===== config.mk =====
export PLATFORM = sky130hd
export DESIGN_NAME = cu_hazard
export DESIGN_NICKNAME = d
export VERILOG_FILES = /design/src/rtl/cu_pkg.sv /design/src/rtl/cw_decoder.sv /design/src/rtl/cu_hazard.sv
export SDC_FILE = /design/constraint.sdc
export NUM_CORES = 1
export LEC_CHECK = 0
export BUFFER_PORTS_ARGS = -buffer_cell sky130_fd_sc_hd__buf_2
export CORE_MARGIN = 2
export CORE_UTILIZATION = 45
export DETAILED_ROUTE_END_ITERATION = 8
export GPL_TIMING_DRIVEN = 1
export PLACE_DENSITY_LB_ADDON = 0.15
export SLEW_MARGIN = 0
export SYNTH_ARGS = -nofsm -noshare
export SYNTH_HDL_FRONTEND = slang
export SYNTH_SLANG_ARGS = --single-unit

===== constraint.sdc =====
create_clock -name clk -period 5.45 [get_ports clk]
set_input_delay 0.545 -clock clk [delete_from_list [all_inputs] [get_ports clk]]
set_output_delay 0.545 -clock clk [all_outputs]
set_load 0.02 [all_outputs]

===== src/rtl/cu_pkg.sv =====
// Shared types for the hazard-aware control unit: control word, bubble constant, forward selects.
// Latency: none (types and constants only).
// Backpressure: none.
package cu_pkg;

    localparam int INSTR_SIZE = 32;

    // RV32-style major opcodes understood by the decoder
    localparam logic [6:0] OPC_OP     = 7'b0110011;
    localparam logic [6:0] OPC_OP_IMM = 7'b0010011;
    localparam logic [6:0] OPC_LOAD   = 7'b0000011;
    localparam logic [6:0] OPC_STORE  = 7'b0100011;
    localparam logic [6:0] OPC_BRANCH = 7'b1100011;
    localparam logic [6:0] OPC_JAL    = 7'b1101111;
    localparam logic [6:0] OPC_JALR   = 7'b1100111;
    localparam logic [6:0] OPC_LUI    = 7'b0110111;

    // ALU operation is {funct7[5], funct3} for register ops; the extras below cover the rest
    localparam logic [3:0] ALU_ADD    = 4'b0000;
    localparam logic [3:0] ALU_SUB    = 4'b1000;
    localparam logic [3:0] ALU_PASS_B = 4'b1111;

    typedef struct packed {
        logic [3:0] alu_op;
        logic       reg_we;
        logic       mem_rd;
        logic       mem_wr;
        logic       is_jump;
        logic       is_branch;
        logic       uses_rs1;
        logic       uses_rs2;
    } cw_t;

    localparam int  CW_LENGTH = $bits(cw_t);

    // A bubble: no register or memory side effects
    localparam cw_t NOP = '0;

    typedef enum logic [1:0] {
        FWD_RF  = 2'b00,
        FWD_MEM = 2'b01,
        FWD_WB  = 2'b10
    } fwd_sel_t;

endpackage


===== src/rtl/cw_decoder.sv =====
// Opcode/funct to control word translation for the instruction sitting in IF/ID.
// Latency: purely combinational.
// Backpressure: none; the caller decides whether the word is used or replaced by a bubble.
module cw_decoder
    import cu_pkg::*;
(
    input  logic [6:0]           opcode,
    input  logic [2:0]           funct3,
    input  logic                 funct7b5,
    output logic [CW_LENGTH-1:0] cw
);

    cw_t dec;

    // Unknown opcodes decode to a bubble so they can never write state
    always_comb begin
        dec = NOP;
        case (opcode)
            OPC_OP: begin
                dec.alu_op   = {funct7b5, funct3};
                dec.reg_we   = 1'b1;
                dec.uses_rs1 = 1'b1;
                dec.uses_rs2 = 1'b1;
            end
            OPC_OP_IMM: begin
                // funct7[5] only selects arithmetic shift; elsewhere it is immediate data
                dec.alu_op   = {funct7b5 & (funct3 == 3'b101), funct3};
                dec.reg_we   = 1'b1;
                dec.uses_rs1 = 1'b1;
            end
            OPC_LOAD: begin
                dec.alu_op   = ALU_ADD;
                dec.reg_we   = 1'b1;
                dec.mem_rd   = 1'b1;
                dec.uses_rs1 = 1'b1;
            end
            OPC_STORE: begin
                dec.alu_op   = ALU_ADD;
                dec.mem_wr   = 1'b1;
                dec.uses_rs1 = 1'b1;
                dec.uses_rs2 = 1'b1;
            end
            OPC_BRANCH: begin
                dec.alu_op    = ALU_SUB;
                dec.is_branch = 1'b1;
                dec.uses_rs1  = 1'b1;
                dec.uses_rs2  = 1'b1;
            end
            OPC_JAL: begin
                dec.alu_op  = ALU_ADD;
                dec.reg_we  = 1'b1;
                dec.is_jump = 1'b1;
            end
            OPC_JALR: begin
                dec.alu_op   = ALU_ADD;
                dec.reg_we   = 1'b1;
                dec.is_jump  = 1'b1;
                dec.uses_rs1 = 1'b1;
            end
            OPC_LUI: begin
                dec.alu_op = ALU_PASS_B;
                dec.reg_we = 1'b1;
            end
            default: dec = NOP;
        endcase
    end

    assign cw = dec;

endmodule


===== src/rtl/cu_hazard.sv =====
// Control unit: decodes IF/ID, pipelines control through EX/MEM/WB, and owns interlock, forwarding and front-end flush.
// Latency: instruction sampled at edge n is in cw_ex after n, cw_mem after n+1, cw_wb after n+2; hazard outputs are combinational.
// Backpressure: stall_in freezes every stage register; internal hazards hold the front end via stall_fe and inject bubbles into EX.
module cu_hazard
    import cu_pkg::*;
#(
    parameter int INSTR_W  = INSTR_SIZE,
    parameter int REG_AW   = 5,
    parameter int LOAD_LAT = 1,
    parameter int FWD_EN   = 1
) (
    input  logic                 clk,
    input  logic                 nrst,
    input  logic [INSTR_W-1:0]   instr_in,
    input  logic                 stall_in,
    input  logic                 branch_taken,
    output logic [CW_LENGTH-1:0] cw_ex,
    output logic [CW_LENGTH-1:0] cw_mem,
    output logic [CW_LENGTH-1:0] cw_wb,
    output logic [1:0]           fwd_a,
    output logic [1:0]           fwd_b,
    output logic                 stall_fe,
    output logic                 flush_fe
);

    localparam logic USE_FWD  = (FWD_EN != 0);
    // With a two-stage load latency a load still sitting in MEM cannot be forwarded
    localparam logic LOAD_MEM = (LOAD_LAT >= 2);

    // ID stage: decoded word and register fields
    cw_t               id_cw;
    logic [REG_AW-1:0] id_rd;
    logic [REG_AW-1:0] id_rs1;
    logic [REG_AW-1:0] id_rs2;
    logic              unused_instr;

    // Stage registers; destination/source fields are zeroed when not meaningful
    cw_t               ex_cw;
    cw_t               mem_cw;
    cw_t               wb_cw;
    logic [REG_AW-1:0] ex_dst;
    logic [REG_AW-1:0] ex_rs1;
    logic [REG_AW-1:0] ex_rs2;
    logic [REG_AW-1:0] mem_dst;
    logic [REG_AW-1:0] wb_dst;

    logic id_hit_ex;
    logic id_hit_mem;
    logic ex_prod;
    logic mem_prod;
    logic hazard;
    logic kill;
    logic mem_fwd_ok;
    logic wb_fwd_ok;

    cw_decoder u_dec (
        .opcode   (instr_in[6:0]),
        .funct3   (instr_in[14:12]),
        .funct7b5 (instr_in[30]),
        .cw       (id_cw)
    );

    assign id_rd        = instr_in[7 +: REG_AW];
    assign id_rs1       = instr_in[15 +: REG_AW];
    assign id_rs2       = instr_in[20 +: REG_AW];
    assign unused_instr = ^instr_in;

    // Interlock: compare ID sources against producers that cannot yet supply data.
    // WB never participates because the register file is write-first.
    assign id_hit_ex  = (id_cw.uses_rs1 && id_rs1 == ex_dst)  || (id_cw.uses_rs2 && id_rs2 == ex_dst);
    assign id_hit_mem = (id_cw.uses_rs1 && id_rs1 == mem_dst) || (id_cw.uses_rs2 && id_rs2 == mem_dst);
    assign ex_prod    = ex_cw.reg_we  && (ex_dst  != '0) && (!USE_FWD || ex_cw.mem_rd);
    assign mem_prod   = mem_cw.reg_we && (mem_dst != '0) && (USE_FWD ? (LOAD_MEM && mem_cw.mem_rd) : 1'b1);
    assign hazard     = (ex_prod && id_hit_ex) || (mem_prod && id_hit_mem);

    // A taken branch overrides the interlock: the ID instruction is discarded, not held
    assign kill     = branch_taken || hazard;
    assign stall_fe = stall_in || (hazard && !branch_taken);
    assign flush_fe = !stall_in && (branch_taken || (id_cw.is_jump && !hazard));

    // A load in MEM is never a forwarding source; the interlock keeps consumers away from it
    assign mem_fwd_ok = mem_cw.reg_we && !mem_cw.mem_rd;
    assign wb_fwd_ok  = wb_cw.reg_we;

    // Operand source select for the EX instruction, MEM taking priority over WB
    always_comb begin
        fwd_a = FWD_RF;
        fwd_b = FWD_RF;
        if (USE_FWD) begin
            if (ex_cw.uses_rs1 && ex_rs1 != '0) begin
                if (mem_fwd_ok && mem_dst == ex_rs1)    fwd_a = FWD_MEM;
                else if (wb_fwd_ok && wb_dst == ex_rs1) fwd_a = FWD_WB;
            end
            if (ex_cw.uses_rs2 && ex_rs2 != '0) begin
                if (mem_fwd_ok && mem_dst == ex_rs2)    fwd_b = FWD_MEM;
                else if (wb_fwd_ok && wb_dst == ex_rs2) fwd_b = FWD_WB;
            end
        end
    end

    // Pipeline advance; stall_in freezes everything, kill replaces the EX entry with a bubble
    always_ff @(posedge clk or negedge nrst) begin
        if (!nrst) begin
            ex_cw   <= NOP;
            mem_cw  <= NOP;
            wb_cw   <= NOP;
            ex_dst  <= '0;
            ex_rs1  <= '0;
            ex_rs2  <= '0;
            mem_dst <= '0;
            wb_dst  <= '0;
        end else if (!stall_in) begin
            wb_cw   <= mem_cw;
            wb_dst  <= mem_dst;
            mem_cw  <= ex_cw;
            mem_dst <= ex_dst;
            if (kill) begin
                ex_cw  <= NOP;
                ex_dst <= '0;
                ex_rs1 <= '0;
                ex_rs2 <= '0;
            end else begin
                ex_cw  <= id_cw;
                ex_dst <= id_cw.reg_we   ? id_rd  : '0;
                ex_rs1 <= id_cw.uses_rs1 ? id_rs1 : '0;
                ex_rs2 <= id_cw.uses_rs2 ? id_rs2 : '0;
            end
        end
    end

    assign cw_ex  = ex_cw;
    assign cw_mem = mem_cw;
    assign cw_wb  = wb_cw;

endmodule


Word-level counts from Yosys, hierarchy flattened:

Index checks and enable logic that the tools add are counted.

* register bits: 58
* input port bits: 36
* output and inout port bits: 39
* word-level logic and storage cells: 96

* equal/unequal tests: 15
* multiplexer cells: 21
* bitwise operators: 1
* reduce and logical (&&, ||, !) cells: 30

Operator list (number)
* $eq A5 B5 Y1: 6
* $mux W5: 6
* $eq A7 B6 Y1 const B: 3
* $eq A7 B7 Y1 const B: 3
* $pmux W4 S4: 1
* $logic_and A1 B1 Y1: 15
* $reduce_bool A5 Y1: 3
* $mux W2: 6
* $reduce_or A6 Y1: 2
* $mux W11: 1
* $eq A7 B2 Y1 const B: 1
* $eq A7 B5 Y1 const B: 1
* $mux W1: 7
* $logic_not A1 Y1: 4
* $logic_or A1 B1 Y1: 4
* $eq A3 B3 Y1 const B: 1
* $reduce_or A3 Y1: 1
* $reduce_or A2 Y1: 1
* $and A1 B1 Y1: 1

Depth between registers and ports, before layout:

Gate-level depths: netlist (run 1).

* depth in word-level cells: 10
* depth in mapped cells: 8
* gate-level depth less buffers: 5

Hierarchy:

From an unflattened synthesis (run 1), not the netlist that was laid out.

* cell total of the unflattened synthesis: 303
* area total of the unflattened synthesis: 3204.3 um2

By module, submodules not included
* cu_hazard: times used 1, cells an instance 269, area an instance 2977.9 um2, seq. area each 1451.4 um2
* cw_decoder: times used 1, cells an instance 34, area an instance 226.5 um2, seq. area each 0.0 um2

Worst setup path before layout (run 1):

No wires, ideal clock.

* kind: input to output
* start point: in instr_in[2]
* end point: out stall_fe
* data arrival time: 1901 ps
* slack: 3004 ps
* stages on the path: 7
* path through: buf_6 and4bb_1 and3_4 nand3_2 a21oi_4 buf_6 a21o_1

* cells in the longest elaborated chain, start to end: 8

Ends and longest elaborated chain
* start, declared: line cu_hazard.sv:14 `input logic [INSTR_W-1:0] instr_in,`
* $eq A7 B2 Y1, or another cell as far along: line cw_decoder.sv:18 `case (opcode)`
* $reduce_or A6 Y1 (no source line) / $reduce_or A3 Y1 (equally long branches)
* $mux W1: line cw_decoder.sv:18
* $logic_and A1 B1 Y1: line cu_hazard.sv:70 `assign id_hit_ex = (id_cw.uses_rs1 && id_rs1 == ex_dst) || (id_cw.uses_rs2 && id_rs2 == ex_dst);`
* $logic_or A1 B1 Y1 (*): line cu_hazard.sv:70
* $logic_and A1 B1 Y1 (*): line cu_hazard.sv:74 `assign hazard = (ex_prod && id_hit_ex) || (mem_prod && id_hit_mem);`
* $logic_and A1 B1 Y1 (*): line cu_hazard.sv:78 `assign stall_fe = stall_in || (hazard && !branch_taken);`
* $logic_or A1 B1 Y1 (*): line cu_hazard.sv:78
* end, declared: line cu_hazard.sv:22 `output logic stall_fe,`

Every way passes the cells marked *; elsewhere a longest branch is shown, timed or not.

Final worst setup path (run 1):

* start point: reg ex_dst[2]
* end point: out stall_fe

* cells in the longest elaborated chain, start to end: 6

Ends and longest elaborated chain
* start, declared: line cu_hazard.sv:41 `logic [REG_AW-1:0] ex_dst;`
* start signal, assigned: line cu_hazard.sv:124 `ex_dst <= id_cw.reg_we ? id_rd : '0;`
* $eq A5 B5 Y1 / $reduce_bool A5 Y1 (equally long branches): line cu_hazard.sv:70, cu_hazard.sv:72
* $logic_and A1 B1 Y1, on equally long branches: line cu_hazard.sv:70, cu_hazard.sv:72
* $logic_or A1 B1 Y1 / $logic_and A1 B1 Y1 (equally long branches): line cu_hazard.sv:70, cu_hazard.sv:72
* $logic_and A1 B1 Y1 (*): line cu_hazard.sv:74
* $logic_and A1 B1 Y1 (*): line cu_hazard.sv:78
* $logic_or A1 B1 Y1 (*): line cu_hazard.sv:78

Marked as above.

==> qor.csv, run 1 <==
stage,metric,value,unit
floorplanning,row cnt,29,
clock_tree,Worst-Skew Late Latency,0.34,ns
pwr,P_leak,1.85,nW
clock_tree,Bufs on Longest Clock Path,2,
timing,"Hold Vio Cnt, Final",0,
placed_design,Buffers on Ports,68,
placed_design,Final Wtd Congestion,0.828,
synthesis,Post-synth EDFFs,0,
cells_and_area,Finished Cell Area,3650,µm²
clock_tree,clk sinks,58,
timing,final setup fails,0,
clock_tree,"Reg clk slew, reported paths",0.07,ns
global_route,first-pass GRT wire length,10900,µm
synthesis,Synth Flop Type,dfrtp_1,
synthesis,sequential share of the synthesized area,0.477,
synthesis,Synth Instances,283,
timing,fmax,0.342,GHz
pwr,PwrDens,267,nW/µm²
route,Avg WL per Cell,15.3,µm
timing,actual slew at the worst max-slew pin,0.736,ns
placed_design,dpl cells,418,
setup_path,Top delay family on crit path,compound AO/OA/AOI/OAI gates,
cells_and_area,Register Area,1450,µm²
synthesis,Syn. warnings,0,
outcome,status,finished clean,
placed_design,pre-CTS setup slack,2.67,ns
synthesis,syn avg cell area,10.8,µm²
setup_path,Slowest cell on crit path,a21oi_4,
pwr,Pwr Total,976,µW
setup_path,critical path class,reg -> out,
synthesis,Yosys reg bits,58,
pwr,maximum VDD drop,0.142,mV
timing,Worst Slack Setup Final,2.53,ns
route,# DRC,0,
floorplanning,DIE WIDTH,86.3,µm
cells_and_area,n_diodes,0,
clock_tree,CTS Root Cell,clkbuf_8,
clock_tree,Setup Buffers After CTS,0,
route,DRT iter0 DRCs,100,
clock_tree,post_cts resized,0,
global_route,GRT overflow,0,
cells_and_area,Finished Layout Cells,432,
clock_tree,cts bufs inserted,9,
timing,fin crit share,0.536,
setup_path,crit start category,register,
job,max-cap violations,0,
cells_and_area,footprint of the multi-input gates,1470,µm²
floorplanning,initial core utilization,0.471,
route,DRT Pass-1 Iters,4,
floorplanning,core area,6460,µm²
setup_path,WP data arrival,2.38,ns
cells_and_area,layout cell share with drive strength beyond 1,0.366,
setup_path,highest cell delay on the worst timing path,0.55,ns
cells_and_area,fin nets,388,
setup_path,worst path bufs/invs,1,
clock_tree,CTS H-tree lvls,3,
synthesis,Mapped Area,3040,µm²
placed_design,placed inst area,3430,µm²
cells_and_area,P&R area growth vs syn,19.9,%
route,DR vias,2320,
placed_design,post-DP HPWL,4700,µm
synthesis,post-synth cell types,43,
floorplanning,die area,7440,µm²
min_path,Hold Crit Class,in -> async,
global_route,largest net degree at the start of global routing,59,
setup_path,crit-path cells,"xor2_1, nor3_1, nand3_2, a21oi_4, a21o_1, buf_2",
setup_path,CP endpoint kind,output port,
timing,relative slew slack,0.509,
setup_path,worst-path fanout max,18,
global_route,initial antenna violation count,0,
clock_tree,CTS tree,done,
timing,crit path time final,2.92,ns
setup_path,Worst Path Required,4.91,ns
timing,clk_skew,0.00797,ns
clock_tree,hold buffers post-CTS,0,
route,final WL,6610,µm
global_route,vias in the first global route,2160,
floorplanning,Die Span Y,86.3,µm
timing,final slew viol count,0,
synthesis,syn_nets,319,
synthesis,Async SR Flop Fraction,1.00,
route,Routed Antenna Nets,0,
floorplanning,Ports,75,
timing,setup tns final,0,ns
timing,RSZ-0062 raised after global routing,false,
global_route,All-Layer GR Usage,0.189,
cells_and_area,fill count,589,
route,Vias per Instance,5.37,
==> power by group <==
group / total, mW / switching [mW] / internal (mW)
clock network: 0.452 / 0.162 / 0.290
registers: 0.443 / 0.00646 / 0.437
logic: 0.0808 / 0.0500 / 0.0308
total: 0.976 / 0.219 / 0.757
==> layout make-up <==
| cell class | instances | share of cell area |
|---|---|---|
| multi-input combinational | 199 | 0.403 |
| clock inverter | 2 | 0.0164 |
| tap | 77 | 0.0264 |
| clock buffer | 12 | 0.0452 |
| sequential | 58 | 0.398 |
| inverter | 14 | 0.0144 |
| timing repair buffer | 70 | 0.0973 |
==> metrics by stage <==
step / utilization / hold WS [ns]
after floorplan: - / 0.249
after global placement: 0.530 / 0.483
after detailed placement: 0.530 / 0.488
after CTS: 0.565 / 0.373
after global routing: 0.565 / 0.421
final: 0.565 / 0.340
==> layer usage <==
metal	global-route usage	routed length (µm)
met1	0.268	3170
met2	0.280	3010
met3	0.0524	312
met4	0.0653	110
met5	0	0
==> registers in the layout, indices dropped and copies added, names as in the netlist <==
name       flops
ex_rs2         5
wb_dst         5
ex_dst         5
mem_dst        5
wb_fwd_ok      1
cw_wb         10
cw_ex         11
cw_mem        11
ex_rs1         5
==> cells in the mapped netlist (5+ instances only) <==
library cell,instances,area share
a22oi_1,5,0.012
nor3_1,6,0.0099
o31ai_1,8,0.020
o31ai_2,7,0.029
nand2_1,38,0.047
xnor2_1,21,0.060
dfrtp_1,58,0.48
inv_1,14,0.017
o21ai_0,9,0.015
a21oi_1,6,0.0099
mux2_2,32,0.12
nand3_1,6,0.0099
xor2_1,9,0.026
nand4_1,6,0.012
nor2_1,10,0.012
o21ai_1,6,0.0099
clkbuf_1,6,0.0074
==> cells by family (layout without fill, tap and decap cells) <==
kind of cell,Yosys count,after routing,synth area share
AOI/OAI and AO/OA,52,52,0.136
xor gates and xnor gates,30,30,0.0863
buffers and inverters,26,98,0.0403
DFF,58,58,0.477
muxes,32,32,0.118
and+or+nand+nor,85,85,0.143
==> placed cells by master (no fill, tap or decap), types with 2 or more instances in the layout <==
master	instances
nand3b_1	2
nand2_1	38
o21a_1	2
or4_1	2
or2_1	2
nor3_1	6
dfrtp_1	58
nand3_1	6
nand4b_1	2
a22oi_1	5
buf_2	68
nand2b_1	2
xor2_1	9
o21ai_1	6
and4_1	2
nor2_1	10
clkbuf_8	12
nand4_1	6
a21oi_1	6
bufinv_16	2
xnor2_1	21
o31ai_2	7
buf_4	2
inv_1	14
o21ai_0	9
mux2_2	32
o31ai_1	8
==> worst paths after layout <==
| path | start | to | slack, ns | cells after the start |
|---|---|---|---|---|
| max reg2reg | ex_dst[2] | cw_ex[2] | 3.45 | 5 |
| max in group asynchronous | nrst | cw_wb[7] | 4.61 | 2 |
| max | ex_dst[2] | stall_fe | 2.53 | 6 |
| min in group clk | instr_in[10] | ex_dst[3] | 0.46 | 3 |
| min reg2reg | cw_wb[0] | cw_wb[0] | 0.50 | 1 |
| min | nrst | cw_wb[5] | 0.34 | 2 |
(Power assumes the default switching activity.)
==> run 2: changes to the inputs <==
Clock period 5.45 ns to 2.35 ns, I/O delays scaled along.
==> qor.csv, run 2 (synthesis results as in run 1) <==
stage,metric,value,unit,change
cells_and_area,P&R area growth vs syn,23.2,%,
route,DR vias,2436,,+5.0%
pwr,P_leak,1.90,nW,+2.6%
timing,actual slew at the worst max-slew pin,0.564,ns,-0.172 ns
outcome,status,finished clean,,
route,DRT iter0 DRCs,118,,+18%
job,max-cap violations,0,,unchanged
setup_path,highest cell delay on the worst timing path,0.55,ns,about the same
floorplanning,DIE WIDTH,86.3,µm,unchanged
clock_tree,CTS Root Cell,clkbuf_8,,
timing,final slew viol count,0,,unchanged
timing,crit path time final,2.30,ns,
clock_tree,CTS H-tree lvls,3,,unchanged
clock_tree,cts bufs inserted,9,,unchanged
timing,relative slew slack,0.624,,+0.115
route,# DRC,0,,unchanged
setup_path,crit start category,register,,
timing,fmax,0.434,GHz,
timing,hold_ws,0.155,ns,-0.185 ns
setup_path,crit-path cells,"or4_4, o211ai_4, nor2_1, a221oi_2, buf_2",,
global_route,vias in the first global route,2375,,+10%
floorplanning,Ports,75,,unchanged
setup_path,worst path bufs/invs,1,,unchanged
global_route,first-pass GRT wire length,11500,µm,+5.9%
setup_path,Stages on worst setup path,5,,-1
setup_path,R2R cell count,7,,+2
timing,final setup fails,0,,unchanged
cells_and_area,fin util,0.581,,+0.0155
route,Avg WL per Cell,15.5,µm,+1.3%
clock_tree,"Reg clk slew, reported paths",0.07,ns,about the same
min_path,hold depth,3,,
pwr,maximum VDD drop,0.413,mV,+190%
global_route,largest net degree at the start of global routing,59,,unchanged
clock_tree,CTS tree,done,,
pwr,Pwr Total,2.20,mW,+130%
setup_path,worst-path fanout max,3,,-15
placed_design,Buffers on Ports,68,,unchanged
route,Vias per Instance,5.47,,+1.9%
floorplanning,row cnt,29,,unchanged
placed_design,post-DP HPWL,4800,µm,+2.2%
clock_tree,Worst-Skew Late Latency,0.34,ns,about the same
cells_and_area,most frequent cells in the layout,"68 x buf_2, 57 x dfrtp_1, 38 x nand2_1, 32 x mux2_2, 21 x xnor2_1",,
floorplanning,Die Span Y,86.3,µm,unchanged
setup_path,CP endpoint kind,output port,,
timing,setup tns final,0,ns,unchanged
cells_and_area,fin nets,400,,+3.1%
cells_and_area,n_diodes,0,,unchanged
setup_path,critical path class,reg -> out,,
global_route,initial antenna violation count,0,,unchanged
floorplanning,core area,6460,µm²,unchanged
setup_path,Worst Path Required,2.12,ns,-2.79 ns
timing,fin crit share,0.981,,
floorplanning,initial core utilization,0.471,,unchanged
setup_path,Top delay family on crit path,simple AND/OR/NAND/NOR gates,,
cells_and_area,layout cell share with drive strength beyond 1,0.391,,+0.0251
setup_path,WP data arrival,2.07,ns,-0.31 ns
setup_path,Slowest cell on crit path,or4_4,,
placed_design,Final Wtd Congestion,0.868,,+4.8%
route,DRT Pass-1 Iters,4,,unchanged
timing,"Hold Vio Cnt, Final",0,,unchanged
timing,clk_skew,0.0114,ns,+0.00338 ns
cells_and_area,"most common cell after layout, fill and taps aside",buf_2,,
global_route,GRT overflow,0,,unchanged
clock_tree,clk sinks,58,,unchanged
clock_tree,Bufs on Longest Clock Path,2,,unchanged
route,final WL,6900,µm,+4.3%
min_path,Hold Crit Class,in -> reg,,
floorplanning,die area,7440,µm²,unchanged
pwr,PwrDens,587,nW/µm²,+120%
route,Routed Antenna Nets,0,,unchanged
global_route,All-Layer GR Usage,0.200,,+0.0114
-- run 2: metal layers --
metal  GRT usage  up-vias  routed length, µm
li1            -     1155                  -
met1       0.273     1191               3110
met2       0.313       78               3300
met3      0.0390       12                361
met4      0.0881        0                124
met5           0        -                  0
-- run 2: final timing paths --
kind	startpoint	to	slack [ns]
max reg2reg	ex_dst[0]	ex_rs2[0]	0.24
max in group asynchronous	nrst	cw_mem[9]	1.65
min reg2reg	cw_wb[0]	cw_wb[0]	0.50
max	ex_dst[0]	flush_fe	0.05
min	instr_in[11]	ex_dst[4]	0.15
min in group asynchronous	nrst	cw_mem[6]	0.42
-- run 2: through the flow --
step | cell area [µm²] | setup WS (ns) | cells
floorplan | 3040 | 0.232 | 283
global placement | 3460 | 0.277 | 421
detailed placement | 3460 | 0.290 | 421
CTS | 3730 | 0.0299 | 444
global route | 3750 | -0.0271 | 445
finish | 3750 | 0.0454 | 445
-- run 2: worst reg2reg max path, cell delays in order, from the launching register on --
cell      delay (ns)
dfrtp_1         0.41
or4_4           0.55
o211ai_4        0.22
buf_4           0.17
a21oi_4         0.04
buf_4           0.15
buf_4           0.19
o31ai_1         0.28
-- run 2: layout make-up --
type	count	area, µm²
fillers	602	2710
well taps	77	96.3
inverters	14	52.6
repair buffers	82	460
clock buffers	10	128
clock inverters	5	80.1
multi-input cells	199	1480
flip-flops and latches	58	1450
-- run 2: report_power, final --
part           total, mW  internal [mW]  switching, mW
sequential          1.03           1.01         0.0149
combinational      0.196         0.0773          0.118
clock              0.978          0.589          0.389
-- run 2: repair_timing --
item	4_1_cts	5_1_grt
gates resized for setup	1	2
hold endpoints to repair	58	0
pin swaps	1	3
hold buffers	1	0
endpoints found under the setup margin	1	2
buffers inserted	7	1
==> run 3: changes to the inputs <==
Settings changed: CTS_BUF_LIST set to sky130_fd_sc_hd__clkbuf_8.
==> qor.csv, run 3 (synthesis results as in run 1) <==
stage,metric,value,unit,change
floorplanning,Ports,75,,unchanged
timing,fmax,0.435,GHz,+0.19%
clock_tree,CTS Root Cell,clkbuf_8,,
setup_path,CP endpoint kind,output port,,
cells_and_area,Finished Cell Area,3750,µm²,unchanged
route,Routed Antenna Nets,0,,unchanged
timing,clk_skew,0.0123,ns,+0.000994 ns
clock_tree,clk sinks,58,,unchanged
setup_path,WP data arrival,2.07,ns,about the same
setup_path,flop-to-flop setup slack,0.26,ns,+0.02 ns
clock_tree,cts bufs inserted,9,,unchanged
setup_path,Critical Path Start,ex_dst[0],,
setup_path,worst-path fanout max,3,,unchanged
route,Vias per Instance,5.45,,-0.37%
timing,relative slew slack,0.629,,+0.00519
timing,fin crit share,0.979,,-0.00182
clock_tree,Bufs on Longest Clock Path,2,,unchanged
cells_and_area,P&R area growth vs syn,23.2,%,unchanged
route,# DRC,0,,unchanged
cells_and_area,"most common cell after layout, fill and taps aside",buf_2,,
pwr,PwrDens,586,nW/µm²,-0.22%
timing,final slew viol count,0,,unchanged
global_route,first-pass GRT wire length,11500,µm,unchanged
timing,actual slew at the worst max-slew pin,0.556,ns,-0.00778 ns
floorplanning,initial core utilization,0.471,,unchanged
placed_design,pre-CTS setup slack,0.290,ns,unchanged
setup_path,crit start category,register,,
clock_tree,Worst-Skew Late Latency,0.34,ns,about the same
setup_path,R2R cell count,7,,unchanged
route,final WL,6870,µm,-0.44%
timing,"Hold Vio Cnt, Final",0,,unchanged
setup_path,Worst Path Required,2.12,ns,about the same
timing,Worst Slack Setup Final,0.0496,ns,+0.00428 ns
cells_and_area,fin nets,400,,unchanged
floorplanning,die area,7440,µm²,unchanged
placed_design,Buffers on Ports,68,,unchanged
job,max-cap violations,0,,unchanged
clock_tree,"Reg clk slew, reported paths",0.07,ns,about the same
setup_path,Worst R2R End,ex_rs2[0],,
setup_path,worst r2r src,ex_dst[0],,
global_route,initial antenna violation count,0,,unchanged
global_route,All-Layer GR Usage,0.200,,unchanged
placed_design,Final Wtd Congestion,0.868,,unchanged
cells_and_area,n_diodes,0,,unchanged
route,DRT iter0 DRCs,114,,-3.4%
setup_path,critical path class,reg -> out,,
global_route,vias in the first global route,2375,,unchanged
cells_and_area,layout cell share with drive strength beyond 1,0.391,,unchanged
floorplanning,row cnt,29,,unchanged
floorplanning,Die Span Y,86.3,µm,unchanged
clock_tree,CTS tree,done,,
clock_tree,CTS H-tree lvls,3,,unchanged
pwr,maximum VDD drop,0.413,mV,about the same
route,DRT Pass-1 Iters,4,,unchanged
floorplanning,DIE WIDTH,86.3,µm,unchanged
min_path,Hold Crit Class,in -> reg,,
route,Avg WL per Cell,15.4,µm,-0.44%
placed_design,placed inst area,3460,µm²,unchanged
global_route,largest net degree at the start of global routing,59,,unchanged
setup_path,capture point of the worst path,flush_fe,,
route,DR vias,2427,,-0.37%
outcome,status,finished clean,,
placed_design,post-DP HPWL,4800,µm,unchanged
timing,final setup fails,0,,unchanged
global_route,GRT overflow,0,,unchanged
floorplanning,core area,6460,µm²,unchanged
timing,crit path time final,2.30,ns,-0.00428 ns
cells_and_area,fin util,0.581,,unchanged
pwr,P_leak,1.90,nW,+0.22%
cells_and_area,most frequent cells in the layout,"68 x buf_2, 57 x dfrtp_1, 38 x nand2_1, 32 x mux2_2, 21 x xnor2_1",,
run 3: cell types whose count changed in the layout (fill, tap and decap cells not counted):
| cell | delta |
|---|---|
| clkbuf_1 | -1 |
| inv_1 | +1 |
run 3: through the flow:
stage                     TNS [ns]  std cells  hold WS (ns)  power (mW)
after floorplan                  0        283       -0.0606        1.15
after global placement           0        421         0.266        1.24
after detailed placement         0        421         0.265        1.24
after CTS                        0        444         0.141        2.22
after global routing       -0.0271        445         0.153        2.30
final                            0        445         0.155        2.20
run 3: layout make-up:
| cell class | count | area [µm²] |
|---|---|---|
| fillers | 602 | 2710 |
| repair buffers | 82 | 460 |
| multi-input cells | 199 | 1480 |
| flip-flops and latches | 58 | 1450 |
| inverters | 14 | 52.6 |
| clock inverters | 6 | 83.8 |
| clock buffers | 9 | 124 |
| well taps | 77 | 96.3 |
run 3: routing by layer:
| layer | wire, µm | GRT usage | vias up |
|---|---|---|---|
| met5 | 0 | 0 | - |
| met4 | 124 | 0.0881 | 0 |
| met3 | 365 | 0.0390 | 12 |
| met2 | 3330 | 0.313 | 69 |
| met1 | 3050 | 0.273 | 1189 |
| li1 | - | - | 1157 |
run 3: how the worst min path moves through the flow:
stage	startpoint	end	slack, ns	cells after the start
floorplan	nrst	cw_ex[0]	-0.06	0
detailed placement	nrst	cw_wb[0]	0.26	2
global placement	nrst	cw_wb[0]	0.27	2
finish	instr_in[11]	ex_dst[4]	0.16	3
global route	instr_in[11]	ex_dst[4]	0.15	3
CTS	instr_in[11]	ex_dst[4]	0.14	3
run 3: worst max-delay path, stage by stage (launching register included):
cell      delay (ns)
dfrtp_1         0.41
or4_4           0.55
o211ai_4        0.21
nor2_1          0.09
a221oi_2        0.26
buf_2           0.20
run 3: what timing repair did:
item / in CTS / in global routing
hold buffers: 1 / 0
pin swaps: 1 / 3
endpoints found under the hold margin: 58 / 0
resized for setup: 1 / 2
buffers inserted: 7 / 1
endpoints found under the setup margin: 1 / 2
run 3: power by group:
group,internal [mW],switching (mW)
clock network,0.585,0.389
logic,0.0773,0.118
registers,1.01,0.0148
